### src/rtl/dvp_pkg.sv
// Shared definitions for the DVP write-channel arbiter: FSM encoding and
// command-word field positions.
package dvp_pkg;

    typedef enum logic [1:0] {
        ST_IDLE    = 2'd0,
        ST_GRANT   = 2'd1,
        ST_RELEASE = 2'd2
    } arb_state_e;

    localparam int unsigned DWR_DATA_W       = 32;
    localparam int unsigned DWR_ID_W         = 3;
    localparam int unsigned DWR_CNT_W        = 16;
    localparam int unsigned DWR_SIL_W        = 8;
    localparam int unsigned DWR_CMD_LAST_BIT = 9;
    localparam int unsigned DWR_CMD_LEN_MSB  = 7;

endpackage

### src/rtl/rr_pick.sv
// Combinational round-robin selector: first set request searching upward
// from ptr+1, wrapping modulo NREQ.
module rr_pick #(
    parameter int unsigned NREQ = 4,
    parameter int unsigned IW   = 2
) (
    input  logic [NREQ-1:0] req,
    input  logic [IW-1:0]   ptr,
    output logic [IW-1:0]   idx,
    output logic            vld
);

    always_comb begin
        int unsigned pos;
        idx = '0;
        vld = 1'b0;
        pos = 0;
        for (int unsigned k = 1; k <= NREQ; k++) begin
            pos = (32'(ptr) + k) % NREQ;
            if (!vld && req[IW'(pos)]) begin
                vld = 1'b1;
                idx = IW'(pos);
            end
        end
    end

endmodule

### src/rtl/dwr_arb.sv
// Round-robin arbiter sharing the DDR write channel among NREQ burst writers;
// holds each grant for a whole burst and forwards beats with SOP/ID sideband.
module dwr_arb
    import dvp_pkg::*;
#(
    parameter int unsigned NREQ = 4,
    parameter int unsigned TMO  = 255
) (
    input  logic                         clk,
    input  logic                         rst,
    input  logic                         enb,
    input  logic [NREQ-1:0]              req,
    output logic [NREQ-1:0]              ack,
    input  logic [NREQ-1:0]              vin,
    input  logic [DWR_DATA_W*NREQ-1:0]   din,
    output logic                         m_vout,
    output logic [DWR_DATA_W-1:0]        m_dout,
    output logic                         m_sop,
    output logic [DWR_ID_W-1:0]          m_id,
    output logic [NREQ-1:0]              frm_done,
    output logic                         tmo_err,
    output logic [DWR_CNT_W-1:0]         gnt_cnt
);

    localparam int unsigned IW = $clog2(NREQ);
    localparam logic [DWR_SIL_W-1:0] TMO_CNT = DWR_SIL_W'(TMO);

    arb_state_e              state_q, state_d;
    logic [IW-1:0]           gnt_id_q, gnt_id_d;
    logic [IW-1:0]           ptr_q, ptr_d;
    logic [NREQ-1:0]         ack_q, ack_d;
    logic [DWR_SIL_W-1:0]    sil_q, sil_d;
    logic                    last_q, last_d;
    logic                    sop_pend_q, sop_pend_d;
    logic [NREQ-1:0]         frm_done_q, frm_done_d;
    logic                    tmo_err_q, tmo_err_d;
    logic [DWR_CNT_W-1:0]    gnt_cnt_q, gnt_cnt_d;

    logic [NREQ-1:0][DWR_DATA_W-1:0] din_a;
    logic [DWR_DATA_W-1:0]           din_g;
    logic                            vin_g;
    logic                            req_g;
    logic [IW-1:0]                   pick_idx;
    logic                            pick_vld;

    assign din_a = din;
    assign din_g = din_a[gnt_id_q];
    assign vin_g = vin[gnt_id_q];
    assign req_g = req[gnt_id_q];

    rr_pick #(
        .NREQ (NREQ),
        .IW   (IW)
    ) u_rr_pick (
        .req (req),
        .ptr (ptr_q),
        .idx (pick_idx),
        .vld (pick_vld)
    );

    // Zero-latency beat forwarding from the granted port
    assign m_vout   = vin_g & ack_q[gnt_id_q] & (state_q == ST_GRANT);
    assign m_dout   = m_vout ? din_g : '0;
    assign m_sop    = m_vout & sop_pend_q;
    assign m_id     = DWR_ID_W'(gnt_id_q);
    assign ack      = ack_q;
    assign frm_done = frm_done_q;
    assign tmo_err  = tmo_err_q;
    assign gnt_cnt  = gnt_cnt_q;

    always_comb begin
        state_d    = state_q;
        gnt_id_d   = gnt_id_q;
        ptr_d      = ptr_q;
        ack_d      = ack_q;
        sil_d      = sil_q;
        last_d     = last_q;
        sop_pend_d = sop_pend_q;
        tmo_err_d  = tmo_err_q;
        gnt_cnt_d  = gnt_cnt_q;
        frm_done_d = '0;

        case (state_q)
            ST_IDLE: begin
                if (enb && pick_vld) begin
                    state_d    = ST_GRANT;
                    gnt_id_d   = pick_idx;
                    ack_d      = NREQ'(1) << pick_idx;
                    sil_d      = '0;
                    last_d     = 1'b0;
                    sop_pend_d = 1'b1;
                end
            end
            ST_GRANT: begin
                if (m_vout) begin
                    sil_d = '0;
                    if (sop_pend_q) begin
                        sop_pend_d = 1'b0;
                        last_d     = din_g[DWR_CMD_LAST_BIT];
                    end
                end else if (req_g) begin
                    sil_d = sil_q + 1'b1;
                end
                // Requester release wins over a coincident timeout
                if (!req_g) begin
                    ack_d                = '0;
                    state_d              = ST_RELEASE;
                    frm_done_d[gnt_id_q] = last_d;
                end else if (!m_vout && (sil_d == TMO_CNT)) begin
                    ack_d     = '0;
                    tmo_err_d = 1'b1;
                    state_d   = ST_RELEASE;
                end
            end
            ST_RELEASE: begin
                ptr_d     = gnt_id_q;
                gnt_cnt_d = gnt_cnt_q + 1'b1;
                state_d   = ST_IDLE;
            end
            default: begin
                state_d = ST_IDLE;
            end
        endcase
    end

    always_ff @(posedge clk or posedge rst) begin
        if (rst) begin
            state_q    <= ST_IDLE;
            gnt_id_q   <= '0;
            ptr_q      <= IW'(NREQ - 1);
            ack_q      <= '0;
            sil_q      <= '0;
            last_q     <= 1'b0;
            sop_pend_q <= 1'b0;
            frm_done_q <= '0;
            tmo_err_q  <= 1'b0;
            gnt_cnt_q  <= '0;
        end else begin
            state_q    <= state_d;
            gnt_id_q   <= gnt_id_d;
            ptr_q      <= ptr_d;
            ack_q      <= ack_d;
            sil_q      <= sil_d;
            last_q     <= last_d;
            sop_pend_q <= sop_pend_d;
            frm_done_q <= frm_done_d;
            tmo_err_q  <= tmo_err_d;
            gnt_cnt_q  <= gnt_cnt_d;
        end
    end

endmodule

### config.mk
export PLATFORM = sky130hd
export DESIGN_NAME = dwr_arb
export DESIGN_NICKNAME = d
export VERILOG_FILES = /design/src/rtl/dvp_pkg.sv /design/src/rtl/rr_pick.sv /design/src/rtl/dwr_arb.sv
export SDC_FILE = /design/constraint.sdc
export NUM_CORES = 1
export LEC_CHECK = 0
export CAP_MARGIN = 5
export CORE_MARGIN = 1.5
export CORE_UTILIZATION = 45
export CTS_BUF_LIST = sky130_fd_sc_hd__clkbuf_2 sky130_fd_sc_hd__clkbuf_4 sky130_fd_sc_hd__clkbuf_8
export DETAILED_ROUTE_END_ITERATION = 12
export DONT_BUFFER_PORTS = 1
export PLACE_DENSITY_LB_ADDON = 0.05
export SYNTH_ARGS = -nofsm -noshare
export SYNTH_HDL_FRONTEND = slang
export SYNTH_SLANG_ARGS = --single-unit
### constraint.sdc
create_clock -name clk -period 2.9 [get_ports clk]
set_input_delay 0.435 -clock clk [delete_from_list [all_inputs] [get_ports clk]]
set_output_delay 0.435 -clock clk [all_outputs]
set_load 0.005 [all_outputs]
==> flow_summary.toml, run 1 <==
[logic_synthesis]
synth_ff_type = "dfrtp_1"
syn_area_per_cell_um2 = 10.7
synth_top_area_cell = "dfrtp_1"
synth_cell_types = 50
synthArstFlopShare_pct = 100
synth_edf_count = 0
ys_seq_area_share_pct = 33.4
synth.cell_area_um2 = 3080
synthCells = 287
ys_ff_latch = 41
synthDominantCellAreaShare_pct = 31.7
synth_nets = 428
ys_warn_count = 0
synth_area_leaders = "dfrtp_1, mux4_2, nor2b_1"

[route]
drt_wl_total_um = 9520
avgViaCountPerCell = 6.69
vias = 2428
dr.pass1.iters = 4
wl_per_cell_um = 26.2
drc = 0
final_antenna_net_count = 0
drt_iter0_drc = 170

[worst_hold_path]
hold_class = "in -> async"

[pwr]
power_density_nw_per_um2 = 815
fin_total_pwr_mw = 2.64
ir_drop_mv = 0.548
leakage_nw = 1.30

[clock_tree]
cts_buffers = 5
hold_buffers = 0
clkTransAtPathRegs_ns = 0.09
cts_buffer_depth = 2
numClockSinks = 41
clk_latency_ns = 0.30
cts.repair.resized = 0
post_cts_buffers = 0
root_buffer = "clkbuf_8"
ctsHtreeMaxLevel = 2
cts_tree = "done"

[floorplanning]
die_area_um2 = 7350
die_width_um = 85.7
ios = 201
start_util_pct = 47.4
num_rows = 29
core_um2 = 6490
die_h_um = 85.7

[layout]
register_area_um2 = 1030
final_common_cell = "dfrtp_1"
drive_gt1_share_pct = 20.4
area_growth_pct = 5.45
multi_input_area_um2 = 1950
final_cells = 363
fin_nets = 425
fillers = 594
final_cell_mix = "dfrtp_1, nor2b_1, mux4_2, nand2_1, xnor2_1"

[place]
gp_congestion = 0.866
place.port_buffers = 0
dp_cells = 354
hpwl_um = 7460

[setup_path]
crit-reg2reg-launch = "gnt_id_q[1]"
crit_arrival_ns = 2.18
cp.required_ns = 2.47
end_kind = "output port"
crit_type = "reg -> out"
r2r_end = "state_q[0]"
r2r_slack_ns = 0.61
crit_path_start_kind = "register"
r2r_cells = 5
crit_fanout = 34

[job]
cap_violations = 0

[sta]
skew_ns = 0.00652
tightest_slew_ns = 0.677
fmax_ghz = 0.382
slew_violations = 0
hold_ws_ns = 0.148
min_period_over_period_pct = 90.3
hold_violations = 0
fin_crit_ns = 2.62
rsz0062_at_grt = "no"
setup_viol = 0
max_slew_margin_pct = 54.8
tns_ns = 0

[global_routing]
grt_pass1_wl_um = 13800
antenna_found_initial = 2
grt_max_degree = 42
grt_pass1_vias = 2285
overflow = 0
grt_usage_pct = 25.2

[outcome]
status = "completed"
-- per-layer routing --
| layer | vias to the layer above | GRT usage, % | wire (um) |
|---|---|---|---|
| met2 | 132 | 39.9 | 4600 |
| met4 | 2 | 3.96 | 34 |
| met1 | 1218 | 34.7 | 4040 |
| met3 | 8 | 8.28 | 841 |
| li1 | 1068 | - | - |
| met5 | - | 0 | 13 |
-- per-stage QoR --
stage                     util [%]  instance area, um2  setup slack (ns)
after global placement        48.5                3150             0.605
after global routing          50.0                3250             0.175
final                         50.0                3250             0.280
after floorplan                  -                3080             0.559
after detailed placement      48.5                3150             0.593
after CTS                     49.9                3240             0.272
-- report_power, final --
group,total [mW],internal [mW],switching (mW)
Sequential,0.858,0.697,0.161
Clock,0.388,0.171,0.217
Combinational,1.40,0.706,0.692
-- sequential cells by signal, summed over array words and instances (netlist names) --
signal / flops
ack: 4
frm_done: 4
gnt_cnt: 16
gnt_id_q: 2
last_q: 1
ptr_q: 2
sil_q: 8
sop_pend_q: 1
state_q: 2
tmo_err: 1
-- cell type report --
type / instances / area share (%)
sequential: 41 / 31.8
clock buffer: 5 / 2.12
inverter: 5 / 0.578
timing repair buffer: 8 / 1.85
multi-input combinational: 223 / 60.0
antenna: 1 / 0.0771
tap: 77 / 2.97
clock inverter: 3 / 0.655
-- worst max-delay path, stage by stage, from the launching register on --
cell     delay (ns)
dfrtp_1        0.43
nand2_1        0.07
mux4_2         0.54
or2_2          0.57
nor2b_1        0.27
-- logic make-up after synthesis --
family          after synthesis  share of synthesized area (%)
mux                          36                           25.6
fa+ha+maj                     2                          0.813
buf+inv                      23                           3.33
compound gates               45                           10.3
xor+xnor                     16                           4.55
simple gates                123                           21.9
other cells                   1                          0.122
flops                        41                           33.4
-- worst max-delay path by stage --
stage | endpoint | from | cells past startpoint
2_1_floorplan | m_dout[10] | gnt_id_q[0] | 4
3_5_place_dp | m_dout[16] | vin[3] | 4
5_1_grt | m_dout[16] | ack[0] | 4
3_3_place_gp | m_dout[16] | vin[3] | 4
6_report | m_dout[16] | ack[2] | 4
4_1_cts | m_dout[16] | ack[2] | 4
-- cell usage after synthesis, types with 2 or more instances --
library cell,number
dfrtp_1,39
nor2b_1,36
mux4_2,34
nand2_1,29
xnor2_1,13
o21ai_0,12
nor2_1,11
clkbuf_1,10
a21o_1,8
and3_1,8
nand3_1,8
nand2b_1,7
inv_1,5
nor4_1,5
a21oi_1,4
a32oi_1,4
buf_1,4
nand4_1,3
o22ai_1,3
xor2_1,3
a22o_1,2
a31oi_1,2
a41oi_1,2
and2_0,2
and3b_1,2
buf_4,2
dfstp_2,2
ha_1,2
nand3b_1,2
nor3_1,2
or4_1,2
Power figures use the tool's default switching activity.
==> inputs of run 2 (changes only) <==
--- a/config.mk
+++ b/config.mk
@@ -5,7 +5,6 @@
 export SDC_FILE = /design/constraint.sdc
 export NUM_CORES = 1
 export LEC_CHECK = 0
-export CAP_MARGIN = 5
 export CORE_MARGIN = 1.5
 export CORE_UTILIZATION = 45
 export CTS_BUF_LIST = sky130_fd_sc_hd__clkbuf_2 sky130_fd_sc_hd__clkbuf_4 sky130_fd_sc_hd__clkbuf_8
==> results of run 2 <==
Final layout, timing and power as in run 1 (identical DEF).
==> variant: new RTL, settings of run 2 <==
Re-encode `arb_state_e` (3 states) as one-hot, 3 bits wide.
--- a/src/rtl/dvp_pkg.sv
+++ b/src/rtl/dvp_pkg.sv
@@ -3,8 +3,8 @@
 package dvp_pkg;
 
-    typedef enum logic [1:0] {
-        ST_IDLE    = 2'd0,
-        ST_GRANT   = 2'd1,
-        ST_RELEASE = 2'd2
+    typedef enum logic [2:0] {
+        ST_IDLE    = 3'b001,
+        ST_GRANT   = 3'b010,
+        ST_RELEASE = 3'b100
     } arb_state_e;
 
Behaviour: no difference found for any inputs over 4 cycles, from zero or initial values and one cycle with rst high; so few cycles prove little.
==> variant against run 2 <==
  * Setup slack improved by 0.063 ns
  * Power decreased by 14%
  * Cell area increased by 0.66%
  * Utilization increased by 0.33 points
  * Non-clock buffer count unchanged
  * Synthesized area increased by 0.16%
  * Sequential share of layout area increased by 0.56 points
  * Register-to-register slack improved by 0.08 ns
  * Routed wire length decreased by 12%
  * Sequential power decreased by 8.2%
  * Sequential cell count increased by 1
  * First-iteration DRC count decreased by 41%
  * Critical endpoint is now m_dout[21]
  * Largest power group unchanged
  * Highest routed layer is now met4
==> variant: results (changes against run 2) <==
- Synth top cells by count: dfrtp_1, and2_1, mux4_2
- Area Growth Syn to Fin: 5.97%
- Cell variety after synth: 49 (-2.0%)
- Seq/Total Area, Yosys: 0.342 (+0.00798)
- Final WL: 8390 um (-12%)
- RR Endpoint: ack[3]$_DFFE_PP0P_
- Leakage Power: 1.35 nW (+3.9%)
- Achievable Freq: 0.391 GHz (+2.5%)
- DRT iter0 DRCs: 101 (-41%)
- Multiplexer share of the synthesized area: 0.263 (+0.00730)
- Hold Slack: 0.151 ns (+0.00235 ns)
- Placed Area: 3180 sq um (+0.71%)
- FF-to-FF setup slack: 0.69 ns (+0.08 ns)
- Ratio of cells with drive above 1 in the final layout: 0.221 (+0.0171)
- Comb pwr share: 0.484 (-0.045)
- FILL cells: 589 (-0.84%)
- Worst Path Max Fanout: 40 (+18%)
- Routed vias: 2,340 (-3.6%)
- Worst-margin pin slew: 0.613 ns (-0.0641 ns)
- Arr. time, crit path: 2.12 ns (-0.06 ns)
- First-pass GRT wire length: 12,500 um (-9.6%)
- Adder-cell share of the synthesized area: 0.00812 (-0.0000132)
- Status: finished clean
- Share of total power in the clock network: 0.169 (+0.022)
- Mean routed wirelength per cell: 23.4 um (-11%)
- Largest net degree at the start of global routing: 43 (+2.4%)
- Post-synthesis xor/xnor area fraction: 0.0426 (-0.00291)
- Met1 Use GR: 0.314 (-0.0329)
- Met2 wire len: 4090 um (-11%)
## variant: cell count changes after synthesis, moves of 4 or more
cell      before  now
and2_1         1   35
nand2_1       29   25
nand2b_1       7    3
nor2b_1       36    3
nor3b_1        0    4
nor4_1         5    1
xnor2_1       13    9
## variant: critical path, stage by stage, from the launching register on
cell	delay (ns)
dfrtp_1	0.37
buf_4	0.43
mux4_2	0.47
nor2_2	0.13
buf_4	0.22
and2_1	0.21
## variant: cells by family (layout without fill, tap and decap cells)
kind of cell,after synthesis,in the layout
DFF,42,42
AOI/OAI and AO/OA,44,44
muxes,38,38
adders and majority gates,2,2
buffers and inverters,21,22
other,1,1
xor gates and xnor gates,15,15
and+or+nand+nor,117,117
## variant: layout make-up
class                      count  area share
inverter                       6     0.00689
tap                           77      0.0295
clock buffer                   7      0.0257
multi-input combinational    217       0.594
sequential                    42       0.323
clock inverter                 1     0.00230
timing repair buffer           8      0.0184
